[src/rtl/lcd_cmd_seq.sv]
// Command sequencer in front of the LCD image controller: buffers 3-bit commands in a
// FIFO and issues them one at a time, honouring busy and tracking write-back completion.
module lcd_cmd_seq #(
  parameter int DEPTH = 8,
  parameter int LW    = 4
) (
  input  logic          clk,
  input  logic          reset,
  input  logic [2:0]    in_cmd,
  input  logic          in_valid,
  output logic          in_ready,
  output logic [2:0]    cmd,
  output logic          cmd_valid,
  input  logic          busy,
  input  logic          done,
  output logic [LW-1:0] fifo_level,
  output logic          seq_done,
  output logic          err_drop
);

  localparam int AW = $clog2(DEPTH);

  typedef enum logic [2:0] {
    WAIT_RDY,
    IDLE,
    ISSUE,
    GAP,
    DRAIN,
    FIN
  } state_t;

  state_t        state;
  logic [2:0]    mem [DEPTH];
  logic [AW-1:0] wr_ptr;
  logic [AW-1:0] rd_ptr;
  logic          push;
  logic          pop;

  // A full FIFO refuses a push even when a pop happens in the same cycle.
  assign in_ready = (fifo_level != LW'(DEPTH)) && (state != DRAIN) && (state != FIN);
  assign push     = in_valid && in_ready;
  assign pop      = (state == IDLE) && (fifo_level != '0) && !busy;

  // NOTE: the storage array is deliberately not reset; pointers and level alone decide
  // which entries are valid, so clearing the data would only cost reset fan-out.
  always_ff @(posedge clk) begin
    if (push) mem[wr_ptr] <= in_cmd;
  end

  always_ff @(posedge clk or posedge reset) begin
    if (reset) begin
      state      <= WAIT_RDY;
      cmd        <= '0;
      cmd_valid  <= 1'b0;
      fifo_level <= '0;
      wr_ptr     <= '0;
      rd_ptr     <= '0;
      seq_done   <= 1'b0;
      err_drop   <= 1'b0;
    end else begin
      // NOTE: non-blocking defaults followed by later overrides; the last assignment
      // in program order wins, so the write-back flush below beats the push/pop updates.
      cmd_valid <= 1'b0;
      if (in_valid && !in_ready) err_drop <= 1'b1;
      if (push) wr_ptr <= wr_ptr + AW'(1);
      if (pop)  rd_ptr <= rd_ptr + AW'(1);

      case ({push, pop})
        2'b10:   fifo_level <= fifo_level + LW'(1);
        2'b01:   fifo_level <= fifo_level - LW'(1);
        default: fifo_level <= fifo_level;
      endcase

      case (state)
        WAIT_RDY: if (!busy) state <= IDLE;
        IDLE: begin
          if (pop) begin
            cmd       <= mem[rd_ptr];
            cmd_valid <= 1'b1;
            state     <= ISSUE;
          end
        end
        ISSUE: begin
          // Write-back discards anything still queued behind it.
          if (cmd == 3'd0) begin
            state      <= DRAIN;
            wr_ptr     <= '0;
            rd_ptr     <= '0;
            fifo_level <= '0;
          end else begin
            state <= GAP;
          end
        end
        GAP:   state <= IDLE;
        DRAIN: begin
          if (done) begin
            state    <= FIN;
            seq_done <= 1'b1;
          end
        end
        FIN:     state <= FIN;
        default: state <= WAIT_RDY;
      endcase
    end
  end

endmodule

[config.mk]
export PLATFORM = sky130hd
export DESIGN_NAME = lcd_cmd_seq
export DESIGN_NICKNAME = d
export VERILOG_FILES = /design/src/rtl/lcd_cmd_seq.sv
export SDC_FILE = /design/constraint.sdc
export NUM_CORES = 1
export LEC_CHECK = 0
export CORE_AREA = 4 4 64 66
export DETAILED_ROUTE_END_ITERATION = 8
export DIE_AREA = 0 0 68 70
export GPL_TIMING_DRIVEN = 0
export HOLD_SLACK_MARGIN = 0.08
export PLACE_DENSITY = 0.82
export REMOVE_ABC_BUFFERS = 1
export SYNTH_ARGS = -nofsm -noshare
export SYNTH_HDL_FRONTEND = slang
export SYNTH_SLANG_ARGS = --single-unit
[constraint.sdc]
create_clock -name clk -period 3.1 [get_ports clk]
set_input_delay 0.62 -clock clk [delete_from_list [all_inputs] [get_ports clk]]
set_output_delay 0.62 -clock clk [all_outputs]
set_load 0.03 [all_outputs]
# == Word level (Yosys, flattened, before mapping) ==
# Memory sizes are Yosys's and may differ from the RTL's. A register that Yosys moved wholly into a read port is not among the register bits.
# Index checks and enable logic that the tools add are counted.
# classes
addsub,4
eq_ne,13
n_mux,18
reduce_logical,14
# op_table
op,count
3-bit two-way mux,10
3-bit case mux with 6 select lines,1
4-bit two-way mux,2
4-bit case mux with 2 select lines,1
"3-bit by 1-bit adder with 3-bit output, second input constant",2
"3-bit by 2-bit equality test with 1-bit output, second input constant",2
"3-bit equality test, second input constant",2
1-bit logical AND,6
3-bit zero test,2
"2-bit != test, second input constant",3
"3-bit != test, second input constant",2
"4-bit by 1-bit adder with 4-bit output, second input constant",1
1-bit two-way mux,4
"4-bit != test, second input constant",1
2-bit AND reduction,2
4-bit nonzero test,1
"4-bit by 1-bit subtractor with 4-bit output, second input constant",1
"3-bit by 1-bit equality test with 1-bit output, second input constant",1
3-bit AND reduction,1
"2-bit by 1-bit equality test with 1-bit output, second input constant",1
"2-bit equality test, second input constant",1
1-bit zero test,2
# word_totals
output_inout_bits,11
regBits,16
mem_count,1
ramBits,24
input_bits,8
# mem_list
memory,depth,word_bits,rd,rd_ports_with_merged_regs,wr,line,rtl
mem,8,3,1,1,1,33,logic [2:0] mem [DEPTH];

# == Logic depth before layout (Yosys ltp) ==
# Gate-level depths: netlist of the first run.
# logic_depth
word_depth,8
depth_mapped,10
ltp_nobuf,10

# == Worst setup path before layout of the first run ==
# Ideal clock, no wire load.
# synth_path
kind,register to register
startpoint,register fifo_level[1]
endpoint,register fifo_level[2]
setup_slack_ps,440
setup_time_ps,77
stages_incl_launch_ff,11
arrival_time_ps,2582
cell_sequence,dfrtp_1 > or4_4 > nand2_2 > inv_1 > ha_1 > xor2_1 > ha_1 > a21oi_1 > xor2_1 > or3_1 > a21oi_1
# synth_via
elab_chain_cells,8
# synth_lines
element,line,rtl
start: declaration,16,"output logic [LW-1:0] fifo_level,"
start signal: assignment,69,2'b10: fifo_level <= fifo_level + LW'(1);
start signal: assignment,70,2'b01: fifo_level <= fifo_level - LW'(1);
start signal: assignment,71,default: fifo_level <= fifo_level;
4-bit != test,40,assign in_ready = (fifo_level != LW'(DEPTH)) && (state != DRAIN) && (state != FIN);
1-bit logical AND (2 in a row),40,
1-bit logical AND,41,assign push = in_valid && in_ready;
2-bit by 1-bit equality test with 1-bit output or 2-bit equality test (tied branches),68,"case ({push, pop})"
4-bit case mux with 2 select lines *,68,
4-bit two-way mux,85,if (cmd == 3'd0) begin
4-bit two-way mux *,74,case (state)
# Every way passes the cells marked *; elsewhere a longest branch is shown, timed or not.
# A chain may end at the register's enable or synchronous reset.

# == Worst setup path in the final report of the first run ==
# layout_path
startpoint,register fifo_level[1]
endpoint,output in_ready
# layout_via
elab_chain_cells,3
# layout_lines
element,line,rtl
4-bit != test,40,
1-bit logical AND (2 in a row),40,
end: declaration,11,"output logic in_ready,"
# No other way between the ends.

==> summary.md, run 1 <==
| Metric | Value |
|---|---|
| Hold Vio Cnt, Final | 0 |
| Global-route usage over all layers | between 10% and 20% |
| Fillcell total | roughly 270 |
| GR Overflow Total | 0 |
| H-Tree Depth | 2 |
| Ports | 19 |
| FP Rows | 22 |
| Setup total negative slack | 0 ns |
| CP endpoint kind | output port |
| Cell area after synthesis | just under 2000 um^2 |
| Chip Width | just under 70 um |
| FMAX | 0.349 GHz |
| Largest net degree at the start of global routing | 20 |
| Async set-reset flop share out of synthesis | roughly 44% |
| Critical Path, Cell by Cell | or4b_4 -> nand2_2 -> inv_1 -> clkdlybuf4s50_1 |
| Critical R2R Launch | fifo_level[1]$_DFF_PP0_ |
| TritonRoute pass-1 iters | 4 |
| CTS max path bufs | 2 |
| RSZ-0062 raised after global routing | false |
| Reg2Reg Capture Point | fifo_level[2]$_DFF_PP0_ |
| Power density cells | roughly 1000 nW/um^2 |
| Final hold slack | between 0.4 and 0.5 ns |
| Status | finished, final reports clean |
| Total power | between 2 and 2.5 mW |
| Synth top area cells | edfxtp_1 (37%), dfrtp_1 (25%), mux4_2 (7.0%), ha_1 (3.2%), xor2_1 (3.2%) |
| IR drop worst, VDD | about 0.56 mV |
| I/O Buffers | 18 |
| Share of cells above drive strength 1 | a little over an eighth |
| Vias in the first global route | roughly 1.2k |
| Std-Cell Core Area | 3580 um^2 |
| Syn. warnings | 0 |
| Largest area contributor in the synthesized netlist | edfxtp_1 |
| Worst-Margin Slew | 1.34 ns |
| Detail Route Antenna Nets | 0 |
| Avg Inst Size Synth | 14.0 um^2 |
| CP arrival | about 2.3 ns |
| HP Class | register to register |
| Setup Buffers After CTS | 0 |
| CP endpoint | in_ready |
| Initial antenna violation count | 0 |
| Syn Inst Count | about 140 |
| Inserted Clock Buffers | 5 |
| Post-DR vias/cell | between 5 and 6 |
| DRT iter0 DRCs | 55 |
| WL final | about 3300 um |
| Post-cts hold buffer count | 0 |
| Slowest cell on crit path | or4b_4 |
| Initial Util | a little over half |
| Area share of the largest cell type after synthesis | between 30% and 40% |
| Final Cell Area | between 2000 and 2500 um^2 |
| Worst Reg2Reg Path Length in Cells | 10 |
| Pins Over Slew Limit | 0 |
| CTS sink count | 43 |
| Dominant synthesized flop cell | edfxtp_1 |
| Drt drc | 0 |
| Die Ht | about 70 um |
| Root Buffer | clkbuf_4 |
| Critical path's largest stage delay | approximately 0.60 ns |
| Hpwl dp | 2450 um |
| Count leader, synth | edfxtp_1 |
| Hold Crit Start | err_drop$_DFFE_PP0P_ |
| Final count of negative-setup-slack endpoints | 0 |
| Nets | 173 |
| Type of origin of the critical path | register |
| Worst reg2reg setup slack | approximately 0.38 ns |
| Clk_skew | approximately 0.0045 ns |
| Synth top cells by count | edfxtp_1 (24), dfrtp_1 (19), nor2_1 (12) |
| Fraction of the yosys area taken by sequential cells | 61.6% |
| Area delta synth->final | 15.3% |
| WL/cell | ~16 um |
| TritonCTS clock tree | yes |
| First-pass GRT wire length | roughly 5600 um |
| EDFF count, synth | 24 |
| Gpl congestion | around 0.8 |
| Final worst-path cycle share | between 90% and 100% |
| Yosys reg bits | 43 |
| # diodes | 0 |
| Via count | roughly 1.2k |
| Max-cap violations | 0 |
| Pleak | roughly 0.86 nW |
| Worst-path clk slew | 0.11 ns |
| Post-synthesis cell type count | 36 |
| Max FO, Critical Path | 9 |
| CP Launch Point | fifo_level[1]$_DFF_PP0_ |
| Final min period | roughly 2.9 ns |
| CP Class | register to output port |
| Data required, critical path | 2.48 ns |
| Post-DP Area | between 2000 and 2500 um^2 |
| Die ar. | approximately 4800 um^2 |
| Worst skew pair latency | 0.35 ns |
| Post-CTS resize count | 0 |
| Slew headroom | 10.3% |
## worst min path at each step
stage,end,cells after the start
6_report,err_drop$_DFFE_PP0P_,1
5_1_grt,err_drop$_DFFE_PP0P_,1
4_1_cts,err_drop$_DFFE_PP0P_,1
3_5_place_dp,err_drop$_DFFE_PP0P_,1
3_3_place_gp,err_drop$_DFFE_PP0P_,1
2_1_floorplan,state[1]$_DFFE_PP0P_,1
## cells by family (layout without fill, tap and decap cells)
group | Yosys count | after routing | synth area share, %
muxes | 12 | 12 | 10.1
AOI/OAI and AO/OA | 17 | 17 | 6.25
and+or+nand+nor | 47 | 47 | 13.9
buffers and inverters | 8 | 30 | 1.74
adders and majority gates | 5 | 5 | 3.22
xor gates and xnor gates | 7 | 7 | 3.16
DFF | 43 | 43 | 61.6
## worst max-delay path, delay by kind of cell (launching register included)
family | cells | cell delay, ns
buf+inv | 2 | 0.66
flops | 1 | 0.49
simple gates | 2 | 0.75
## routing by layer
layer / part of all wire [%] / global-route usage, %
met1: 41 / 20.3
met2: 50 / 25.3
met3: 6.0 / 5.79
met4: 2.1 / 6.62
met5: 0 / 0
## layout make-up
cell class / instances / area (um^2) / share of cell area, %
tap: 48 / 60.1 / 2.68
timing repair buffer: 18 / 180 / 8.05
clock inverter: 3 / 38.8 / 1.73
inverter: 4 / 15.0 / 0.671
clock buffer: 5 / 37.5 / 1.68
sequential: 43 / 1200 / 53.4
multi-input combinational: 88 / 711 / 31.7
## state kept, by name, summed over array words and instances (netlist names)
name and flops:
seq_done 1, cmd 3, state 3, fifo_level 4, err_drop 1, cmd_valid 1
mem 24, rd_ptr 3, wr_ptr 3
## placed cells by master (no fill, tap or decap), types with 6 or more instances in the layout
cell,instances
edfxtp_1,24
xor2_1,7
mux2i_1,6
dfrtp_1,19
nor2_1,12
mux4_2,6
clkdlybuf4s50_1,18
## power by group
| group | total [mW] | internal [mW] | switching, mW | leakage [nW] |
|---|---|---|---|---|
| sequential | 0.988 | 0.780 | 0.208 | 0.446 |
| clock | 0.335 | 0.166 | 0.169 | 0.0426 |
| combinational | 0.952 | 0.451 | 0.501 | 0.373 |
## metrics by stage
step / util [%] / worst slack (ns) / instances
floorplan: - / 0.439 / 135
global placement: 60.4 / -0.00820 / 201
detailed placement: 60.4 / -0.122 / 201
CTS: 62.6 / 0.219 / 209
global route: 62.6 / 0.127 / 209
finish: 62.6 / 0.232 / 209
(Power assumes the default switching activity.)
==> run 2, diff against run 1 <==
- TNS_END_PERCENT: not set -> 10
==> results of run 2 <==
Same layout as run 1: the final DEF is identical, and so are final timing and power.
==> run 3, diff against run 2 <==
- HOLD_SLACK_MARGIN: 0.08 -> 0.1
- SETUP_SLACK_MARGIN: not set -> 0.4
==> run 3 against run 2 <==
- die area unchanged
- clock power about the same
- critical path type is now input pin to register
- total power up 2.8%
- utilization up 1.5 points
- critical endpoint is now fifo_level[2]$_DFF_PP0_
- clock skew up 0.0011 ns
- largest power group is now combinational cells
- critical path depth up 8
- register-to-register slack better by 0.17 ns
- non-clock buffer count up 3
- maximum frequency up 6.5%
==> summary.md, run 3 (same netlist as run 1, synthesis figures left out) <==
| Metric | Value |
|---|---|
| Type of origin of the critical path | input pin (was register) |
| Chip Width | 68 um (unchanged) |
| Initial antenna violation count | 0 (unchanged) |
| WL final | 3420 um (was 3300 um) |
| CTS max path bufs | 2 (unchanged) |
| FMAX | 0.371 GHz (was 0.349 GHz) |
| RSZ-0062 raised after global routing | false (unchanged) |
| Largest net degree at the start of global routing | 20 (unchanged) |
| Fin cells | 212 (was 209) |
| TritonCTS clock tree | yes (unchanged) |
| Post-DR vias/cell | 5.61 (was 5.56) |
| CP Class | input pin to register (was register to output port) |
| Detail Route Antenna Nets | 0 (unchanged) |
| DRT iter0 DRCs | 59 (was 55) |
| Most frequent cells in the layout | edfxtp_1 (24), dfrtp_1 (17), clkdlybuf4s50_1 (17) (was edfxtp_1 (24), dfrtp_1 (19), clkdlybuf4s50_1 (18)) |
| Slew headroom | 9.71% (was 10.3%) |
| WL/cell | 16.1 um (was 15.8 um) |
| Fin util | 64.1% (was 62.6%) |
| Final count of negative-setup-slack endpoints | 0 (unchanged) |
| Inserted Clock Buffers | 5 (unchanged) |
| Largest regs | mem x24, fifo_level x4 (unchanged) |
| Ports | 19 (unchanged) |
| Root Buffer | clkbuf_4 (unchanged) |
| Final worst-path cycle share | 86.9% (was 92.5%) |
| Global-route usage over all layers | 16.2% (unchanged) |
| Share of cells above drive strength 1 | 17.1% (was 13.0%) |
| GR Overflow Total | 0 (unchanged) |
| Pleak | 0.882 nW (was 0.861 nW) |
| Hpwl dp | 2450 um (unchanged) |
| Die Ht | 70 um (unchanged) |
| Final Cell Area | 2290 um^2 (was 2240 um^2) |
| CTS sink count | 43 (unchanged) |
| Gpl congestion | 0.799 (unchanged) |
| I/O Buffers | 18 (unchanged) |
| Nets | 176 (was 173) |
| # diodes | 0 (unchanged) |
| Pins Over Slew Limit | 0 (unchanged) |
| IR drop worst, VDD | 0.519 mV (was 0.561 mV) |
| Die ar. | 4760 um^2 (unchanged) |
| Hold Vio Cnt, Final | 0 (unchanged) |
| Area delta synth->final | 18.2% (was 15.3%) |
| H-Tree Depth | 2 (unchanged) |
| HP Class | register to register (unchanged) |
| Max reg flops | 24 (unchanged) |
| Data required, critical path | 3.38 ns (was 2.48 ns) |
| Status | finished, final reports clean (unchanged) |
| CP endpoint kind | register (was output port) |
| Worst skew pair latency | 0.35 ns (about the same) |
| Final min period | 2.69 ns (was 2.87 ns) |
| Via count | 1189 (was 1163) |
| Register with the most flip-flops | mem (unchanged) |
| Worst-path clk slew | 0.12 ns (was 0.11 ns) |
| Initial Util | 54.2% (unchanged) |
| Vias in the first global route | 1187 (unchanged) |
| Placed cells | 201 (unchanged) |
| Post-DP Area | 2160 um^2 (unchanged) |
| CP arrival | 2.98 ns (was 2.25 ns) |
| Most common cell after layout, fill and taps aside | edfxtp_1 (unchanged) |
| Worst-Margin Slew | 1.35 ns (was 1.34 ns) |
| Clk_skew | 0.00568 ns (was 0.00454 ns) |
| First-pass GRT wire length | 5600 um (unchanged) |
| TritonRoute pass-1 iters | 4 (unchanged) |
| FP Rows | 22 (unchanged) |
| Drt drc | 0 (unchanged) |
| Max-cap violations | 0 (unchanged) |
| Final hold slack | 0.483 ns (was 0.484 ns) |
| Std-Cell Core Area | 3580 um^2 (unchanged) |
| Max FO, Critical Path | 10 (was 9) |
| Power density cells | 1020 nW/um^2 (about the same) |
-- run 3: critical path: stages --
cell	delay, ns
clkdlybuf4s50_1	0.49
nor4b_4	0.29
buf_4	0.19
nand2_8	0.08
inv_1	0.09
ha_2	0.23
xor2_1	0.18
ha_1	0.17
a21oi_1	0.05
xor2_1	0.15
or3_1	0.31
a21oi_1	0.14
-- run 3: power by group --
| group | switching (mW) | internal (mW) |
|---|---|---|
| Sequential | 0.207 | 0.783 |
| Combinational | 0.530 | 0.485 |
| Clock | 0.168 | 0.166 |
| Total | 0.905 | 1.43 |
-- run 3: layout make-up --
class	instances	area, um^2
fill	269	1280
sequential	43	1200
multi-input combinational	88	742
timing repair buffer	21	201
tap	48	60.1
clock inverter	3	38.8
clock buffer	5	37.5
inverter	4	15.0
-- run 3: layer usage --
metal,GRT usage [%],up-vias,routed length [um]
met2,25.3,31,1770
met4,6.62,0,58
li1,-,562,-
met1,20.3,591,1420
met3,5.79,5,173
met5,0,-,0
-- run 3: final timing paths --
check,start,endpoint,slack (ns),cells past startpoint
hold reg to reg,err_drop$_DFFE_PP0P_,err_drop$_DFFE_PP0P_,0.48,1
setup / recovery,busy,fifo_level[2]$_DFF_PP0_,0.41,12
hold / removal,err_drop$_DFFE_PP0P_,err_drop$_DFFE_PP0P_,0.48,1
setup reg to reg,fifo_level[1]$_DFF_PP0_,fifo_level[2]$_DFF_PP0_,0.55,10
min in group asynchronous,reset,fifo_level[2]$_DFF_PP0_,0.69,2
max in group asynchronous,reset,fifo_level[1]$_DFF_PP0_,1.91,2
-- run 3: timing repair --
action,in CTS,in global routing
pin swaps,0,1
setup buffers,0,3
hold buffers,0,0
endpoints found under the setup margin,3,3
gates resized for setup,1,7
-- run 3: metrics by stage --
stage	setup WS (ns)	TNS (ns)	total power, mW
2_1_floorplan	0.439	0	1.64
3_3_place_gp	-0.00820	-0.00820	1.90
3_5_place_dp	-0.122	-0.146	1.96
4_1_cts	0.254	0	2.29
5_1_grt	0.351	0	2.51
6_report	0.407	0	2.34
